===== config.mk =====
export PLATFORM = sky130hd
export DESIGN_NAME = pwm_phase_ctrl
export DESIGN_NICKNAME = d
export VERILOG_FILES = /design/src/rtl/pwm_pkg.sv /design/src/rtl/pwm_phase_cmp.sv /design/src/rtl/pwm_phase_ctrl.sv
export SDC_FILE = /design/constraint.sdc
export NUM_CORES = 1
export LEC_CHECK = 0
export CELL_PAD_IN_SITES_DETAIL_PLACEMENT = 1
export CELL_PAD_IN_SITES_GLOBAL_PLACEMENT = 1
export CORE_MARGIN = 3
export CORE_UTILIZATION = 49
export DETAILED_ROUTE_END_ITERATION = 7
export GPL_TIMING_DRIVEN = 1
export PLACE_DENSITY = 0.91
export SLEW_MARGIN = 10
export SYNTH_ARGS = -nofsm -noshare
export SYNTH_HDL_FRONTEND = slang
export SYNTH_SLANG_ARGS = --single-unit
export TNS_END_PERCENT = 1

===== constraint.sdc =====
create_clock -name clk -period 5.8 [get_ports clk]
set_clock_uncertainty 0.05 [all_clocks]
set_input_delay 1.16 -clock clk [delete_from_list [all_inputs] [get_ports clk]]
set_output_delay 1.16 -clock clk [all_outputs]
set_load 0.01 [all_outputs]

===== src/rtl/pwm_pkg.sv =====
// Shared defaults and types for the phased-array PWM controller.
package pwm_pkg;

  localparam int DEF_N_CH   = 8;
  localparam int DEF_CNT_W  = 10;
  localparam int DEF_PERIOD = 675;

  typedef enum logic [1:0] {IDLE, PENDING, APPLY} ctrl_state_t;

  typedef logic [DEF_CNT_W-1:0] phase_t;

endpackage


===== src/rtl/pwm_phase_cmp.sv =====
// One channel: phase-shifted position within the period, compared against
// half the period to give a registered 50 % duty square wave.
module pwm_phase_cmp
  import pwm_pkg::*;
#(
  parameter int CNT_W  = DEF_CNT_W,
  parameter int PERIOD = DEF_PERIOD
) (
  input  logic             clk,
  input  logic             rst_n,
  input  logic             enable_i,
  input  logic [CNT_W-1:0] cnt_i,
  input  logic [CNT_W-1:0] ph_i,
  output logic             pwm_o
);

  localparam logic [CNT_W:0] PER_E = (CNT_W+1)'(PERIOD);
  localparam logic [CNT_W:0] HALF  = (CNT_W+1)'(PERIOD / 2);

  logic [CNT_W:0] d;
  logic           pwm_q;

  // One extra bit so cnt + PERIOD cannot overflow before the subtract.
  always_comb begin
    if ({1'b0, cnt_i} >= {1'b0, ph_i}) d = {1'b0, cnt_i} - {1'b0, ph_i};
    else                               d = {1'b0, cnt_i} + PER_E - {1'b0, ph_i};
  end

  always_ff @(posedge clk or negedge rst_n) begin
    if (!rst_n) pwm_q <= 1'b0;
    else        pwm_q <= enable_i & (d < HALF);
  end

  assign pwm_o = pwm_q;

endmodule


===== src/rtl/pwm_phase_ctrl.sv =====
// Eight-channel phased PWM: shared period counter, shadow/active phase banks
// and a scheduler that swaps all phases together at a period wrap.
module pwm_phase_ctrl
  import pwm_pkg::*;
#(
  parameter  int N_CH   = DEF_N_CH,
  parameter  int CNT_W  = DEF_CNT_W,
  parameter  int PERIOD = DEF_PERIOD,
  localparam int CH_W   = $clog2(N_CH)
) (
  input  logic             clk,
  input  logic             rst_n,
  input  logic             enable,
  input  logic             wr_valid,
  output logic             wr_ready,
  input  logic [CH_W-1:0]  wr_ch,
  input  logic [CNT_W-1:0] wr_phase,
  input  logic             commit,
  output logic             busy,
  output logic [N_CH-1:0]  pwm_o,
  output logic [N_CH-1:0]  change_pwm,
  output logic [CNT_W-1:0] cnt_o
);

  localparam logic [CNT_W:0]   PER_E = (CNT_W+1)'(PERIOD);
  localparam logic [CNT_W-1:0] LAST  = CNT_W'(PERIOD - 1);

  ctrl_state_t      state_q, state_d;
  logic [CNT_W-1:0] cnt_q, cnt_d;
  logic [CNT_W-1:0] shadow_q [N_CH];
  logic [CNT_W-1:0] ph_q     [N_CH];
  logic [N_CH-1:0]  change_q, change_d;
  logic             wrap, apply, wr_fire;

  function automatic logic [CNT_W-1:0] sat_phase(input logic [CNT_W-1:0] p);
    if ({1'b0, p} >= PER_E) return LAST;
    return p;
  endfunction

  assign wrap    = enable & (cnt_q == LAST);
  assign busy    = (state_q != IDLE);
  assign wr_ready = ~busy;
  assign wr_fire = wr_valid & wr_ready;

  always_comb begin
    cnt_d = '0;
    if (enable) cnt_d = wrap ? '0 : cnt_q + 1'b1;
  end

  always_comb begin
    state_d = state_q;
    apply   = 1'b0;
    case (state_q)
      IDLE:    if (commit) state_d = PENDING;
      PENDING: if (wrap || !enable) begin
        state_d = APPLY;
        apply   = 1'b1;
      end
      APPLY:   state_d = IDLE;
      default: state_d = IDLE;
    endcase
  end

  always_comb begin
    change_d = '0;
    for (int i = 0; i < N_CH; i++) change_d[i] = apply & (shadow_q[i] != ph_q[i]);
  end

  always_ff @(posedge clk or negedge rst_n) begin
    if (!rst_n) begin
      state_q  <= IDLE;
      cnt_q    <= '0;
      change_q <= '0;
    end else begin
      state_q  <= state_d;
      cnt_q    <= cnt_d;
      change_q <= change_d;
    end
  end

  // Channel indices beyond N_CH match no entry, so such writes are dropped.
  always_ff @(posedge clk or negedge rst_n) begin
    if (!rst_n) begin
      for (int i = 0; i < N_CH; i++) begin
        shadow_q[i] <= '0;
        ph_q[i]     <= '0;
      end
    end else begin
      for (int i = 0; i < N_CH; i++) begin
        if (wr_fire && (wr_ch == CH_W'(i))) shadow_q[i] <= sat_phase(wr_phase);
        if (apply) ph_q[i] <= shadow_q[i];
      end
    end
  end

  for (genvar g = 0; g < N_CH; g++) begin : g_ch
    pwm_phase_cmp #(
      .CNT_W  (CNT_W),
      .PERIOD (PERIOD)
    ) u_cmp (
      .clk      (clk),
      .rst_n    (rst_n),
      .enable_i (enable),
      .cnt_i    (cnt_q),
      .ph_i     (ph_q[g]),
      .pwm_o    (pwm_o[g])
    );
  end

  assign cnt_o      = cnt_q;
  assign change_pwm = change_q;

endmodule


==> reports/metrics.csv <==
metric,value,unit
crit_chain,inv_1 -> ha_1 -> nor2_1 -> xor2_1 -> buf_4 -> ha_1 -> and3_1 -> a211oi_1 -> o21ai_0 -> a2111oi_0 -> a41oi_1 -> o2111ai_1 -> o31ai_1,
htree_num_levels,4,
layout_worst_path_cycle_share,80.2,%
rsz0062_at_grt,no,
total_nets_after_synthesis,1974,
power.density_cell_area,581,nW/µm²
irDropWorstVdd,0.277,mV
post-route-min-period,4650,ps
initial_utilization,50.5,%
drive_above_1_share,5.01,%
wl,53800,µm
via_count,14300,
ys_types,80,
run_status,finished clean,
number_of_rows_created_at_floorplan,63,
overflow,0,
boundaryPins,46,
first_global_vias,15000,
ys.warnings.count,0,
slew_violations,0,
syn_area_per_cell,8.55,µm²
die_x,182,µm
drt_first_pass_iters,5,
timing.critical_path.to_type,flop,
floorplan.die_area,33200,µm²
insertion_delay,480,ps
cts.sinks,188,
synthTopCellsByCount,"nand2_1, o21ai_0, dfrtp_1",
synth_area,15200,µm²
finalCoreUtilization,55.6,%
multi_input_comb_area,9840,µm²
ctsLongestPathBuffers,2,
top_area_cells_in_the_synthesized_netlist,"dfrtp_1, ha_1, o21ai_0",
maxSlewHeadroom,15.2,%
numCtsBuffers,17,
share_of_the_synthesized_area_in_the_top_cell_type,31.0,%
tot_gr_track_use,32.2,%
first_iter_violations,1090,
area.growth.synth_to_final,10.1,%
ys_seq_area_share,31.0,%
grt_pass1_wl,83300,µm
synth_top_cell_by_area,dfrtp_1,
timing_worst_slew_pin_value,1270,ps
io_buffer_count,45,
postRouteAntennaNets,0,
timing.critical_path.required,6110,ps
fp.coreArea,30100,µm²
power.static_leakage,7.42,nW
syn_inst,1777,
timing.critical_path.slowest_stage_cell,a2111oi_0,
place_inst,2193,
finalSetupViolCount,0,
remaining_drc_errors,0,
critPathMostFrequentCell,ha_1,
tritoncts,done,
area_of_all_sequential_standard_cells,4700,µm²
post-synth-top-count-cell,nand2_1,
cts.root.buffer_cell,clkbuf_16,
worstHoldPathType,reg -> reg,
achievable-frequency,0.215,GHz
most_instantiated_flip_flop_cell_in_the_synthesis_netlist,dfrtp_1,
ys_ff_latch,188,
max_cap_violations,0,
async_reset_ff_share,100,%
layout.nets,2019,
average_vias_per_placed_instance,6.42,
synth-edff-count,0,
place_worst_setup_slack,1370,ps
arrival,4960,ps
initial_antenna_violation_count,4,
grt_max_degree,109,
path_class,reg -> reg,
post_cts_resize_count,0,
filler_cell_count,3606,
worstSetupStartpointType,flop,
sum_of_negative_setup_slack,0,ps
die_y,182,µm
detailed_placer_s_ending_hpwl,37500,µm
worstPathMaxFanout,7,
postCtsSetupRepairBufs,0,
layout.cells.non_filler,2226,
globalplace.congestion,0.941,
postLayoutSetupSlackWorst,1150,ps
routed_wire_length_per_instance,24.2,µm
cts.reportedPaths.clkPinSlew,80,ps
hold_vio_cnt_final,0,
postCtsHoldBufs,0,
r2r_slack,1150,ps
critical_path.max_stage_delay,710,ps
==> routing by layer <==
metal  part of all wire (%)  vias up  wire [µm]  GRT usage, %
met1                     40     7191      21700          39.4
li1                       -     6418          -             -
met4                    5.9        2       3190          17.8
met2                     48      490      25800          54.3
met5                  0.024        -         13             0
met3                    5.7      187       3090          5.46
==> report_power, final <==
group          total (W)  internal, W  switching (W)
Sequential       0.00229      0.00182       0.000476
Combinational    0.00612      0.00259        0.00354
Clock            0.00130     0.000661       0.000635
==> logic make-up after synthesis <==
group	synth area share (%)
and+or+nand+nor	16.5
buffers and inverters	4.37
DFF	31.0
xor gates and xnor gates	9.80
AOI/OAI and AO/OA	21.7
muxes	1.15
adders and majority gates	15.5
==> final timing paths <==
kind                       cells past startpoint             endpoint       start
setup / recovery                              13  g_ch[6].u_cmp.pwm_o    cnt_o[0]
hold / removal                                 1           state_q[0]  state_q[1]
setup reg to reg                              13  g_ch[6].u_cmp.pwm_o    cnt_o[0]
hold reg to reg                                1           state_q[0]  state_q[1]
max in group asynchronous                      2             ph_q[42]       rst_n
min in group asynchronous                      1             ph_q[36]       rst_n
==> sequential cells by signal, indices dropped and copies added (netlist names) <==
register,flops
g_ch.u_cmp.pwm_o,8
ph_q,80
state_q,2
shadow_q,80
cnt_o,10
change_pwm,8
==> cell type report <==
class	count	area share [%]
clock buffer	17	2.54
multi-input combinational	1434	58.8
timing repair buffer	70	3.91
clock inverter	15	1.18
antenna	1	0.0150
inverter	111	2.51
tap	390	2.92
sequential	188	28.1
==> layout by cell type, fill, tap and decap left out, types with 26 or more instances in the layout <==
| master | netlist | routed |
|---|---|---|
| o21a_1 | 31 | 31 |
| nor2_1 | 117 | 117 |
| nor2b_1 | 36 | 35 |
| nand2_1 | 219 | 219 |
| nand3_1 | 30 | 30 |
| o21ai_0 | 218 | 218 |
| dfrtp_1 | 188 | 188 |
| inv_1 | 110 | 110 |
| xnor2_1 | 85 | 84 |
| xor2_1 | 85 | 85 |
| a21oi_1 | 100 | 99 |
| ha_1 | 163 | 163 |
| nor3_1 | 41 | 41 |
| a211oi_1 | 26 | 26 |
| a21o_1 | 26 | 26 |
| clkdlybuf4s50_1 | 0 | 44 |
==> worst max-delay path: cells and delay by family (launching register included) <==
kind	cells	cell delay [ps]
AO/OA/AOI/OAI	6	1860
flip-flops	1	380
buffers and inverters	2	650
XOR/XNOR	1	660
AND/OR/NAND/NOR	2	270
adder cells (fa/ha/maj)	2	670
==> through the flow <==
step                hold slack, ps  instance area (µm²)  total power [W]
floorplan                      367                15200          0.00667
global placement               381                16100          0.00774
detailed placement             395                16100          0.00818
CTS                            402                16700          0.00963
global route                   418                16700           0.0104
finish                         400                16700          0.00971
Note: power is estimated with default switching activity, not from simulation.
